--- config.mk ---
export PLATFORM = sky130hd
export DESIGN_NAME = b1_loc_gen_flat
export DESIGN_NICKNAME = d
export VERILOG_FILES = /design/src/rtl/b1_loc_gen_pkg.sv /design/src/rtl/b1_loc_gen_if.sv /design/src/rtl/b1_loc_gen_lfsr.sv /design/src/rtl/b1_loc_gen.sv /design/src/flat_wrapper.sv
export SDC_FILE = /design/constraint.sdc
export NUM_CORES = 1
export LEC_CHECK = 0
export ABC_CLOCK_PERIOD_IN_PS = 5800
export CAP_MARGIN = 20
export CORE_ASPECT_RATIO = 0.7
export CORE_UTILIZATION = 59
export DETAILED_ROUTE_END_ITERATION = 10
export GPL_TIMING_DRIVEN = 0
export MAX_ROUTING_LAYER = met4
export PLACE_DENSITY_LB_ADDON = 0.2
export SYNTH_ARGS = -nofsm -noshare
export SYNTH_HDL_FRONTEND = slang
export SYNTH_HIERARCHICAL = 1
export SYNTH_SLANG_ARGS = --single-unit
--- constraint.sdc ---
create_clock -name rx_clk -period 5.8 [get_ports rx_clk]
set_input_delay 1.45 -clock rx_clk [delete_from_list [all_inputs] [get_ports rx_clk]]
set_output_delay 1.45 -clock rx_clk [all_outputs]
set_load 0.05 [all_outputs]
--- src/rtl/b1_loc_gen_pkg.sv ---
// Shared constants, types and helpers for the B1I local replica generator.
// Combinational only; no latency or backpressure involved.
package b1_pkg;

    localparam int          PHASE_W     = 32;
    localparam int          B1_CODE_LEN = 2046;
    // Bit i-1 holds LFSR stage i; stage 11 is the output stage.
    localparam logic [10:0] B1_G_INIT   = 11'b01010101010;
    localparam logic [10:0] G1_FB_MASK  = 11'b11111000001;  // stages 1,7,8,9,10,11
    localparam logic [10:0] G2_FB_MASK  = 11'b10110011111;  // stages 1,2,3,4,5,8,9,11

    typedef struct packed {
        logic        early;
        logic        epoch;
        logic [10:0] chip;
    } dlyStage_t;

    // Out-of-range tap values fall back to stage 1.
    function automatic logic g2Tap(input logic [10:0] g, input logic [3:0] t);
        logic r;
        r = g[0];
        for (int i = 1; i <= 11; i++) begin
            if (t == 4'(i)) r = g[i-1];
        end
        return r;
    endfunction

    // G2 phase-selector taps for B1I PRN 1..37; anything else maps to PRN1.
    function automatic logic [7:0] prn_taps(input logic [5:0] prn);
        logic [7:0] r;
        case (prn)
            6'd1:  r = {4'd1, 4'd3};   6'd2:  r = {4'd1, 4'd4};   6'd3:  r = {4'd1, 4'd5};
            6'd4:  r = {4'd1, 4'd6};   6'd5:  r = {4'd1, 4'd8};   6'd6:  r = {4'd1, 4'd9};
            6'd7:  r = {4'd1, 4'd10};  6'd8:  r = {4'd1, 4'd11};  6'd9:  r = {4'd2, 4'd7};
            6'd10: r = {4'd3, 4'd4};   6'd11: r = {4'd3, 4'd5};   6'd12: r = {4'd3, 4'd6};
            6'd13: r = {4'd3, 4'd8};   6'd14: r = {4'd3, 4'd9};   6'd15: r = {4'd3, 4'd10};
            6'd16: r = {4'd3, 4'd11};  6'd17: r = {4'd4, 4'd5};   6'd18: r = {4'd4, 4'd6};
            6'd19: r = {4'd4, 4'd8};   6'd20: r = {4'd4, 4'd9};   6'd21: r = {4'd4, 4'd10};
            6'd22: r = {4'd4, 4'd11};  6'd23: r = {4'd5, 4'd6};   6'd24: r = {4'd5, 4'd8};
            6'd25: r = {4'd5, 4'd9};   6'd26: r = {4'd5, 4'd10};  6'd27: r = {4'd5, 4'd11};
            6'd28: r = {4'd6, 4'd8};   6'd29: r = {4'd6, 4'd9};   6'd30: r = {4'd6, 4'd10};
            6'd31: r = {4'd6, 4'd11};  6'd32: r = {4'd8, 4'd9};   6'd33: r = {4'd8, 4'd10};
            6'd34: r = {4'd8, 4'd11};  6'd35: r = {4'd9, 4'd10};  6'd36: r = {4'd9, 4'd11};
            6'd37: r = {4'd10, 4'd11};
            default: r = {4'd1, 4'd3};
        endcase
        return r;
    endfunction

endpackage

--- src/rtl/b1_loc_gen_if.sv ---
// Control inputs and replica outputs of the B1 local replica generator.
// master = tracking-loop side, slave = generator side.
interface b1_loc_gen_if #(parameter int PHASE_W = 32);
    logic               rx_en;
    logic               rx_load;
    logic [3:0]         rx_g2_tap1;
    logic [3:0]         rx_g2_tap2;
    logic [PHASE_W-1:0] rx_prn_fcw;
    logic               tx_loc_bocE;
    logic               tx_loc_bocP;
    logic               tx_loc_bocL;
    logic               tx_prn_sop;
    logic [10:0]        tx_chip_idx;

    modport master (output rx_en, rx_load, rx_g2_tap1, rx_g2_tap2, rx_prn_fcw,
                    input  tx_loc_bocE, tx_loc_bocP, tx_loc_bocL, tx_prn_sop, tx_chip_idx);
    modport slave  (input  rx_en, rx_load, rx_g2_tap1, rx_g2_tap2, rx_prn_fcw,
                    output tx_loc_bocE, tx_loc_bocP, tx_loc_bocL, tx_prn_sop, tx_chip_idx);
endinterface

--- src/rtl/b1_loc_gen_lfsr.sv ---
// B1I G1/G2 Gold-code generator truncated to CODE_LEN chips, with tap latch and chip counter.
// Outputs are the code/chip/epoch that will be held after the coming edge (look-ahead), no stall.
module b1_prn_lfsr
    import b1_pkg::*;
#(
    parameter int          CODE_LEN = B1_CODE_LEN,
    parameter logic [10:0] G_INIT   = B1_G_INIT
) (
    input  logic        rx_clk,
    input  logic        rx_rst_n,
    input  logic        advance,
    input  logic        load,
    input  logic [3:0]  tap1In,
    input  logic [3:0]  tap2In,
    output logic        code,
    output logic [10:0] chip,
    output logic        epoch
);

    logic [10:0] g1, g2, g1Nxt, g2Nxt, chipCnt, chipNxt;
    logic [3:0]  tap1, tap2, tap1Nxt, tap2Nxt;

    always_comb begin
        g1Nxt   = g1;
        g2Nxt   = g2;
        chipNxt = chipCnt;
        tap1Nxt = tap1;
        tap2Nxt = tap2;
        if (load) begin
            g1Nxt   = G_INIT;
            g2Nxt   = G_INIT;
            chipNxt = '0;
            tap1Nxt = tap1In;
            tap2Nxt = tap2In;
        end else if (advance) begin
            if (chipCnt == 11'(CODE_LEN - 1)) begin
                // Truncated epoch: restart both registers instead of running chip 2047.
                g1Nxt   = G_INIT;
                g2Nxt   = G_INIT;
                chipNxt = '0;
            end else begin
                g1Nxt   = {g1[9:0], ^(g1 & G1_FB_MASK)};
                g2Nxt   = {g2[9:0], ^(g2 & G2_FB_MASK)};
                chipNxt = chipCnt + 11'd1;
            end
        end
    end

    always_ff @(posedge rx_clk or negedge rx_rst_n) begin
        if (!rx_rst_n) begin
            g1      <= G_INIT;
            g2      <= G_INIT;
            chipCnt <= '0;
            tap1    <= 4'd1;
            tap2    <= 4'd3;
        end else begin
            g1      <= g1Nxt;
            g2      <= g2Nxt;
            chipCnt <= chipNxt;
            tap1    <= tap1Nxt;
            tap2    <= tap2Nxt;
        end
    end

    assign code  = g1Nxt[10] ^ g2Tap(g2Nxt, tap1Nxt) ^ g2Tap(g2Nxt, tap2Nxt);
    assign chip  = chipNxt;
    assign epoch = (chipNxt == 11'd0);

endmodule

--- src/rtl/b1_loc_gen.sv ---
// B1 local replica generator: code NCO, BOC(1,1) subcarrier, E/P/L delay line and epoch pulse.
// Outputs registered, one cycle after the tick or load; free-running, no backpressure.
module b1_loc_gen
    import b1_pkg::*;
#(
    parameter int          PHASE_W  = b1_pkg::PHASE_W,
    parameter int          CODE_LEN = B1_CODE_LEN,
    parameter logic [10:0] G_INIT   = B1_G_INIT
) (
    input logic         rx_clk,
    input logic         rx_rst_n,
    b1_loc_gen_if.slave bus
);

    logic [PHASE_W-1:0] phase;
    logic [PHASE_W:0]   phaseSum;
    logic               half, tick, advance, codeNxt, epochNxt, sop;
    logic [10:0]        chipNxt;
    dlyStage_t          stE, stP, stL;

    assign phaseSum = {1'b0, phase} + {1'b0, bus.rx_prn_fcw};
    assign tick     = bus.rx_en & phaseSum[PHASE_W] & ~bus.rx_load;
    assign advance  = tick & half;

    b1_prn_lfsr #(.CODE_LEN(CODE_LEN), .G_INIT(G_INIT)) uLfsr (
        .rx_clk   (rx_clk),
        .rx_rst_n (rx_rst_n),
        .advance  (advance),
        .load     (bus.rx_load),
        .tap1In   (bus.rx_g2_tap1),
        .tap2In   (bus.rx_g2_tap2),
        .code     (codeNxt),
        .chip     (chipNxt),
        .epoch    (epochNxt)
    );

    always_ff @(posedge rx_clk or negedge rx_rst_n) begin
        if (!rx_rst_n) begin
            phase <= '0;
            half  <= 1'b0;
            stE   <= '0;
            stP   <= '0;
            stL   <= '0;
            sop   <= 1'b0;
        end else if (bus.rx_load) begin
            phase <= '0;
            half  <= 1'b0;
            stE   <= '{early: codeNxt, epoch: 1'b1, chip: 11'd0};
            stP   <= '0;
            stL   <= '0;
            sop   <= 1'b0;
        end else begin
            sop <= 1'b0;
            if (bus.rx_en) phase <= phaseSum[PHASE_W-1:0];
            if (tick) begin
                half <= ~half;
                // Epoch starts where the wrap lands on half 0, i.e. the advance from half 1.
                stE  <= '{early: codeNxt ^ ~half, epoch: epochNxt & half, chip: chipNxt};
                stP  <= stE;
                stL  <= stP;
                sop  <= stE.epoch;
            end
        end
    end

    assign bus.tx_loc_bocE = stE.early;
    assign bus.tx_loc_bocP = stP.early;
    assign bus.tx_loc_bocL = stL.early;
    assign bus.tx_prn_sop  = sop;
    assign bus.tx_chip_idx = stP.chip;

endmodule

--- src/flat_wrapper.sv ---
// flat-port wrapper written by rule: the top's interface ports become plain ports
module b1_loc_gen_flat import b1_pkg::*;
#(
    parameter int          PHASE_W  = b1_pkg::PHASE_W,
    parameter int          CODE_LEN = B1_CODE_LEN,
    parameter logic [10:0] G_INIT   = B1_G_INIT
)
  (rx_clk, rx_rst_n, bus_rx_en, bus_rx_load, bus_rx_g2_tap1, bus_rx_g2_tap2, bus_rx_prn_fcw, bus_tx_loc_bocE, bus_tx_loc_bocP, bus_tx_loc_bocL, bus_tx_prn_sop, bus_tx_chip_idx);
  b1_loc_gen_if #(.PHASE_W(PHASE_W)) bus_i ();
  input logic rx_clk;
  input logic rx_rst_n;
  input wire logic [$bits(bus_i.rx_en)-1:0] bus_rx_en;
  input wire logic [$bits(bus_i.rx_load)-1:0] bus_rx_load;
  input wire logic [$bits(bus_i.rx_g2_tap1)-1:0] bus_rx_g2_tap1;
  input wire logic [$bits(bus_i.rx_g2_tap2)-1:0] bus_rx_g2_tap2;
  input wire logic [$bits(bus_i.rx_prn_fcw)-1:0] bus_rx_prn_fcw;
  output wire logic [$bits(bus_i.tx_loc_bocE)-1:0] bus_tx_loc_bocE;
  output wire logic [$bits(bus_i.tx_loc_bocP)-1:0] bus_tx_loc_bocP;
  output wire logic [$bits(bus_i.tx_loc_bocL)-1:0] bus_tx_loc_bocL;
  output wire logic [$bits(bus_i.tx_prn_sop)-1:0] bus_tx_prn_sop;
  output wire logic [$bits(bus_i.tx_chip_idx)-1:0] bus_tx_chip_idx;
  assign bus_i.rx_en = bus_rx_en;
  assign bus_i.rx_load = bus_rx_load;
  assign bus_i.rx_g2_tap1 = bus_rx_g2_tap1;
  assign bus_i.rx_g2_tap2 = bus_rx_g2_tap2;
  assign bus_i.rx_prn_fcw = bus_rx_prn_fcw;
  assign bus_tx_loc_bocE = bus_i.tx_loc_bocE;
  assign bus_tx_loc_bocP = bus_i.tx_loc_bocP;
  assign bus_tx_loc_bocL = bus_i.tx_loc_bocL;
  assign bus_tx_prn_sop = bus_i.tx_prn_sop;
  assign bus_tx_chip_idx = bus_i.tx_chip_idx;
  b1_loc_gen #(.PHASE_W(PHASE_W), .CODE_LEN(CODE_LEN), .G_INIT(G_INIT)) u_core (.rx_clk(rx_clk), .rx_rst_n(rx_rst_n), .bus(bus_i));
endmodule
# ---- After elaboration in Yosys (flattened, before gate mapping)
# Cells that the tools add are included.
dict set report totals {
  latchBits 0
  ramBits 0
  elab_cells 97
  mem_bits_ro 0
  out_inout_bits 15
  reg_bits 102
  mem_count 0
  in_bits 44
}
dict set report op_classes {
  addsub 2
  n_div 0
  n_reduce_logical 6
  n_lt_le_gt_ge 0
  n_mul 0
  bitwise_logic 9
  shifts 0
  muxes 43
  eq_ne 21
}
# op n
set ops {}
lappend ops {{$mux 11} 9}
lappend ops {{$mux 13} 6}
lappend ops {{$mux 32} 2}
lappend ops {{$add 32x32->33} 1}
lappend ops {{$eq 4x3->1 const B} 8}
lappend ops {{$eq 4x4->1 const B} 8}
lappend ops {{$mux 1} 24}
lappend ops {{$reduce_xor 11->1} 2}
lappend ops {{$eq 4x2->1 const B} 4}
lappend ops {{$add 11x1->11 const B} 1}
lappend ops {{$eq 11x11->1 const B} 1}
lappend ops {{$logic_not 11->1} 1}
lappend ops {{$mux 4} 2}
lappend ops {{$reduce_bool 2->1} 3}
lappend ops {{$and 1x1->1} 4}
lappend ops {{$xor 1x1->1} 3}
lappend ops {{$not 1->1} 2}

# ---- Depth between registers and ports, before layout
dict set report depth {
  depth_word 21
  ltp_mapped 23
  ltp_nobuf 21
}

# ---- Cells and area by module
# The synthesis kept the hierarchy.
# module seq_area_each_um2 area_per_inst_um2 cells_per_inst instances
set by_module_without_submodules {}
lappend by_module_without_submodules {b1_loc_gen 1501.4 4085.2 434 1}
lappend by_module_without_submodules {b1_prn_lfsr 1042.2 2413.6 225 1}

# ---- Worst setup path after synthesis
# No wires, ideal clock.
dict set report synth_timing {
  kind {input to register}
  from {in bus_rx_prn_fcw[0]}
  to {reg u_core.stE, in the netlist u_core/bus.tx_loc_bocE}
  path_buffers 2
  setup_slack_ns -0.257
  setup_ns 0.121
  t_arrival_ns 5.936
  cell_stages 21
  t_required_ns 5.679
  cell_sequence {ha_1 fa_1 a211oi_1 o211ai_2 a31o_1 a31o_4 a21oi_4 o41ai_4 buf_6 nor2b_1 and2_1 buf_2 mux2_1 or2b_1 or3_1 a2111oi_1 nand3b_1 xnor2_1 nand2b_1 mux2_2 o22a_1}
}
dict set report synth_between {
  word_cells_on_any_way 34
  classes_between {1 x add/sub; 26 x mux; 6 x bitwise; 1 x reduce/logical}
}
# item line_no
set synth_lines {}
lappend synth_lines {{start, declared} flat_wrapper.sv:16} ;# input wire logic [$bits(bus_i.rx_prn_fcw)-1:0] bus_rx_prn_fcw;
lappend synth_lines {{$add 32x32->33 *} b1_loc_gen.sv:21} ;# assign phaseSum = {1'b0, phase} + {1'b0, bus.rx_prn_fcw};
lappend synth_lines {{$and 1x1->1 * (2 in a row)} b1_loc_gen.sv:22} ;# assign tick = bus.rx_en & phaseSum[PHASE_W] & ~bus.rx_load;
lappend synth_lines {{$and 1x1->1 *} b1_loc_gen.sv:23} ;# assign advance = tick & half;
lappend synth_lines {{net u_core.advance} b1_loc_gen.sv:17} ;# logic half, tick, advance, codeNxt, epochNxt, sop;
lappend synth_lines {{$mux 11 *} b1_loc_gen_lfsr.sv:35} ;# end else if (advance) begin
lappend synth_lines {{$mux 11 *} b1_loc_gen_lfsr.sv:29} ;# if (load) begin
lappend synth_lines {{net u_core.uLfsr.g2Nxt[5]} b1_loc_gen_lfsr.sv:20} ;# logic [10:0] g1, g2, g1Nxt, g2Nxt, chipCnt, chipNxt;
lappend synth_lines {{$mux 1 (6 in a row)} b1_loc_gen_pkg.sv:23} ;# if (t == 4'(i)) r = g[i-1];
lappend synth_lines {{$xor 1x1->1} b1_loc_gen_lfsr.sv:65} ;# assign code = g1Nxt[10] ^ g2Tap(g2Nxt, tap1Nxt) ^ g2Tap(g2Nxt, tap2Nxt);
lappend synth_lines {{$xor 1x1->1 *} b1_loc_gen_lfsr.sv:65}
lappend synth_lines {{net u_core.codeNxt} b1_loc_gen.sv:17}
lappend synth_lines {{$xor 1x1->1} b1_loc_gen.sv:58} ;# stE <= '{early: codeNxt ^ ~half, epoch: epochNxt & half, chip: chipNxt};
lappend synth_lines {{$mux 13} b1_loc_gen.sv:55} ;# if (tick) begin
lappend synth_lines {{$mux 13 *} b1_loc_gen.sv:45} ;# end else if (bus.rx_load) begin
lappend synth_lines {{end signal, assigned} b1_loc_gen.sv:48} ;# stE <= '{early: codeNxt, epoch: 1'b1, chip: 11'd0};
lappend synth_lines {{end signal, assigned} b1_loc_gen.sv:58}
lappend synth_lines {{end, declared} b1_loc_gen.sv:19} ;# dlyStage_t stE, stP, stL;
# Mark *: on every way through the listed nets, which the timed path passes. The rest lies on a longest branch. The select of a mux whose other input is x is not followed.
# A chain may end at the register's enable or synchronous reset.

# ---- Worst setup path in the final report
dict set report layout_timing {
  from {in bus_rx_prn_fcw[0]}
  to {reg u_core.stE, in the netlist u_core/bus.tx_loc_bocE}
}
dict set report layout_between {
  word_cells_on_any_way 34
  classes_between {1 x add/sub; 26 x mux; 6 x bitwise; 1 x reduce/logical}
}
# item line_no
set layout_lines {}
lappend layout_lines {{$add 32x32->33 *} b1_loc_gen.sv:21}
lappend layout_lines {{$and 1x1->1 * (2 in a row)} b1_loc_gen.sv:22}
lappend layout_lines {{$and 1x1->1 *} b1_loc_gen.sv:23}
lappend layout_lines {{net u_core.advance} b1_loc_gen.sv:17}
lappend layout_lines {{$mux 11 *} b1_loc_gen_lfsr.sv:35}
lappend layout_lines {{$mux 11 *} b1_loc_gen_lfsr.sv:29}
lappend layout_lines {{net u_core.uLfsr.g2Nxt[2]} b1_loc_gen_lfsr.sv:20}
lappend layout_lines {{$mux 1 (9 in a row)} b1_loc_gen_pkg.sv:23}
lappend layout_lines {{$xor 1x1->1} b1_loc_gen_lfsr.sv:65}
lappend layout_lines {{$xor 1x1->1 *} b1_loc_gen_lfsr.sv:65}
lappend layout_lines {{net u_core.codeNxt} b1_loc_gen.sv:17}
lappend layout_lines {{$xor 1x1->1} b1_loc_gen.sv:58}
lappend layout_lines {{$mux 13} b1_loc_gen.sv:55}
lappend layout_lines {{$mux 13 *} b1_loc_gen.sv:45}
# Marked as above.

==> impl_metrics.csv <==
group,metric,value,unit
sta,max_clock_freq,172,MHz
routing,drt_wl_total,18.0,mm
synth,synth_edf_count,0,
sta,setup_violations,1,
hold_path,hold_depth,1,
clocking,cts_sinks,101,
hold_path,hold_path.class,"reg2reg",
synth,ys_types,92,
synth,synth_nets,738,
floorplanning,die_h,89.8,um
sta,timing.final.ws_setup,-0.00496,ns
run,max-cap-violations,0,
grt,gr-total-overflow,0,
synth,synth_top_flop_cell,"dfrtp_1",
grt,grt_util_all_layers,33.5,%
synth,yosysSeqAreaShare,39.1,%
setup_path,slowest_stage,"fa_2",
sta,slew_violations,0,
cells_and_area,drive_gt1_share,18.6,%
routing,num_vias,5801,
power_and_ir_drop,powerDensity,260,mW/mm^2
sta,setup_tns,-0.00496,ns
placed_design,placed_area,0.00729,mm^2
cells_and_area,fin_nets,832,
grt,grt_pass1_wl,29.2,mm
setup_path,r2r_setup_slack,0.75,ns
clocking,postCtsHoldBufs,0,
power_and_ir_drop,power_switching,0.000711,W
status,status,"finished, violations left",
hold_path,hold_end,"u_core/bus.tx_prn_sop",
sta,skew,0.0130,ns
setup_path,worst-endpoint-required,6.04,ns
synth,synth_area_leader_cell,"dfrtp_1",
placed_design,hpwl,12.4,mm
clocking,clk_latency,0.36,ns
grt,grt_max_degree,63,
power_and_ir_drop,swShare,33.6,%
power_and_ir_drop,peakVddDrop,0.218,mV
setup_path,worst-r2r-cell-count,22,
setup_path,crit_path_start_kind,"input port",
placed_design,place.gp.congestion,0.908,
power_and_ir_drop,p_clk_share,30.7,%
setup_path,worstSetupPathType,"in2reg",
clocking,tritoncts,"built",
floorplanning,core.rowCount,31,
sta,post-route-period-util,100,%
clocking,cts_buffer_depth,2,
setup_path,crit_family,"compound AO/OA/AOI/OAI gates",
synth,synthDominantCellAreaShare,33.9,%
hold_path,min-delay-start,"u_core/stE[11]",
synth,yosys-top-cells-area,"dfrtp_1, mux2i_1, ha_1",
cells_and_area,syn_to_final_growth,25.2,%
grt,grt_antenna_before_repair,0,
status,failed_checks,"negative setup slack",
clocking,numCtsBuffers,9,
setup_path,end_kind,"register",
synth,synth_area_per_cell,9.86,um^2
power_and_ir_drop,pwr-share-seq,37.3,%
floorplanning,core_area,0.0105,mm^2
sta,hold_viol_final,0,
cells_and_area,fin_area,0.00814,mm^2
synth,synth-seq-cells,101,
floorplanning,die_x,127,um
setup_path,crit_path_max_fanout,5,
synth,netlist_area,0.00650,mm^2
routing,via_per_inst,6.40,
sta,slew_headroom,44.9,%
placed_design,io_buffers,56,
clocking,root_buffer,"clkbuf_16",
clocking,h-tree-depth,3,
sta,period_minus_slack,5.80,ns
setup_path,path_cells,"buf_8 -> ha_4 -> fa_2 -> a211oi_2 -> o211ai_2 -> a31o_1 -> a31o_4 -> a21oi_4 -> o41ai_4 -> nor2b_4 -> and2_4 -> buf_8 -> buf_4 -> mux2i_1 -> nor2_2 -> a311oi_2 -> o31ai_4 -> a2111oi_4 -> nand3b_1 -> xnor2_2 -> nand2b_1 -> mux2_4 -> o22a_1",
synth,yosysWarnings,6,
setup_path,arrival,6.04,ns
routing,drt_iter0_markers,561,
routing,antenna_left,0,
floorplanning,die_area,0.0114,mm^2
floorplanning,pin_count,59,
setup_path,r2r_end,"u_core/bus.tx_loc_bocE",
cells_and_area,diodes,0,
routing,drc,0,
synth,postSynthCellCount,659,
clocking,clk_pin_slew,0.07,ns
placed_design,dpl_worst_slack,-1.16,ns
sta,holdWs,0.481,ns
routing,first_pass_iters,5,
setup_path,crit_start,"bus_rx_prn_fcw[0]",
setup_path,r2r-start,"u_core/phase[0]",
power_and_ir_drop,leakage,3.58,nW
setup_path,crit_top_cell,"buf_8",
routing,routedWlPerCell,19.9,um
sta,tightest_slew,0.826,ns
setup_path,critPathBufInv,3,
power_and_ir_drop,power_frac_comb,31.9,%
sta,grt_setup_unrepaired,"true",
grt,grt_pass1_vias,5600,
power_and_ir_drop,intPower,0.00140,W
synth,synthArstFlopShare,100,%
setup_path,cp_slowest_stage_delay,0.39,ns
floorplanning,initial_core_util,61.8,%
flip-flops by register name, indices dropped and copies added, names as in the netlist:
name / flops
u_core/stE: 12
u_core/uLfsr/g2: 11
u_core/bus.tx_loc_bocE: 1
u_core/half: 1
u_core/uLfsr/tap2: 4
u_core/bus.tx_loc_bocP: 1
u_core/uLfsr/tap1: 4
u_core/uLfsr/g1: 11
u_core/phase: 32
u_core/bus.tx_prn_sop: 1
u_core/uLfsr/chipCnt: 11
u_core/bus.tx_chip_idx: 11
u_core/bus.tx_loc_bocL: 1
synthesized netlist by cell type, types with 6 or more instances:
master and n:
nand4_1 10, mux2i_1 45, o211ai_1 6, and3_1 10, dfrtp_1 88, dfstp_2 13
ha_1 34, o21ai_0 25, clkbuf_1 16, a21o_1 18, xnor2_1 21, nand3_1 12
a31oi_1 6, nor2_1 86, nor3_1 9, o22ai_1 7, and2_1 7, nand2_1 35
xor2_1 17, a211oi_1 11, inv_1 17, a21oi_1 33, a22o_1 10, o31ai_1 6
layout by cell type, fill, tap and decap left out, drive strengths merged, types with 4 or more instances in the layout:
cell type	n
o211ai	7
o31a	5
o22ai	7
dlygate4sd2	9
and2	7
dfrtp	88
mux2i	45
xnor2	21
xor2	17
nor2	87
a211oi	13
o21bai	4
inv	21
nand2	35
a22o	10
buf	39
clkinv	4
a21oi	34
and3	10
dfstp	13
ha	34
clkbuf	23
o21ai	30
a31oi	6
clkdlybuf4s50	44
nor3	9
mux2	7
nand3	12
nand2b	4
a21o	19
or3	5
o22a	6
o31ai	9
nand4	12
nor2b	4
how the worst max path moves through the flow:
stage | endpoint | slack [ns] | cells past startpoint
after floorplan | u_core/bus.tx_loc_bocE | 0.008 | 21
after global placement | u_core/bus.tx_loc_bocE | -1.00 | 23
after detailed placement | u_core/bus.tx_loc_bocE | -1.16 | 23
after CTS | u_core/bus.tx_loc_bocE | 0.0003 | 20
after global routing | u_core/bus.tx_loc_bocE | -0.18 | 23
final | u_core/bus.tx_loc_bocE | -0.005 | 23
routing by layer:
metal  routed length (um)  vias to the layer above  global-route usage, %
met4                  298                        0                   8.63
met2                 8010                      311                   48.6
li1                     -                     2626                      -
met3                 1620                       40                   7.08
met5                    0                        -                      -
met1                 8120                     2824                   47.6
logic make-up after synthesis:
kind of cell / synth area share [%]
simple gates: 15.4
compound gates: 21.0
flops: 39.1
mux: 8.55
buf+inv: 3.23
xor+xnor: 5.83
fa+ha+maj: 6.85
power by group through the flow:
| stage | Combinational (W) | Clock [W] | Sequential (W) |
|---|---|---|---|
| after floorplan | 0.000413 | 0 | 0.000796 |
| after global placement | 0.000554 | 0 | 0.000792 |
| after detailed placement | 0.000578 | 0 | 0.000794 |
| after CTS | 0.000643 | 0.000659 | 0.000787 |
| after global routing | 0.000733 | 0.000679 | 0.000793 |
| final | 0.000675 | 0.000650 | 0.000789 |
through the flow:
step / cells / total power [W] / util [%]
final: 906 / 0.00211 / 77.4
after global routing: 906 / 0.00221 / 77.4
after CTS: 903 / 0.00209 / 76.6
after detailed placement: 864 / 0.00137 / 69.4
after global placement: 863 / 0.00135 / 69.1
after floorplan: 659 / 0.00121 / -
layout make-up:
type / count / area (um^2)
timing repair buffer: 87 / 830
sequential: 101 / 2540
fill: 728 / 2370
tap: 148 / 185
clock buffer: 9 / 225
buffer: 21 / 120
multi-input combinational: 514 / 4060
inverter: 19 / 71.3
clock inverter: 7 / 100
timing repair:
| item | in CTS | in global routing |
|---|---|---|
| hold endpoints to repair | 0 | 0 |
| cloned | 1 | 0 |
| gates resized for setup | 54 | 16 |
| pin swaps | 28 | 15 |
| endpoints found under the setup margin | 2 | 1 |
| buffers inserted | 25 | 4 |
(Power assumes the default switching activity.)
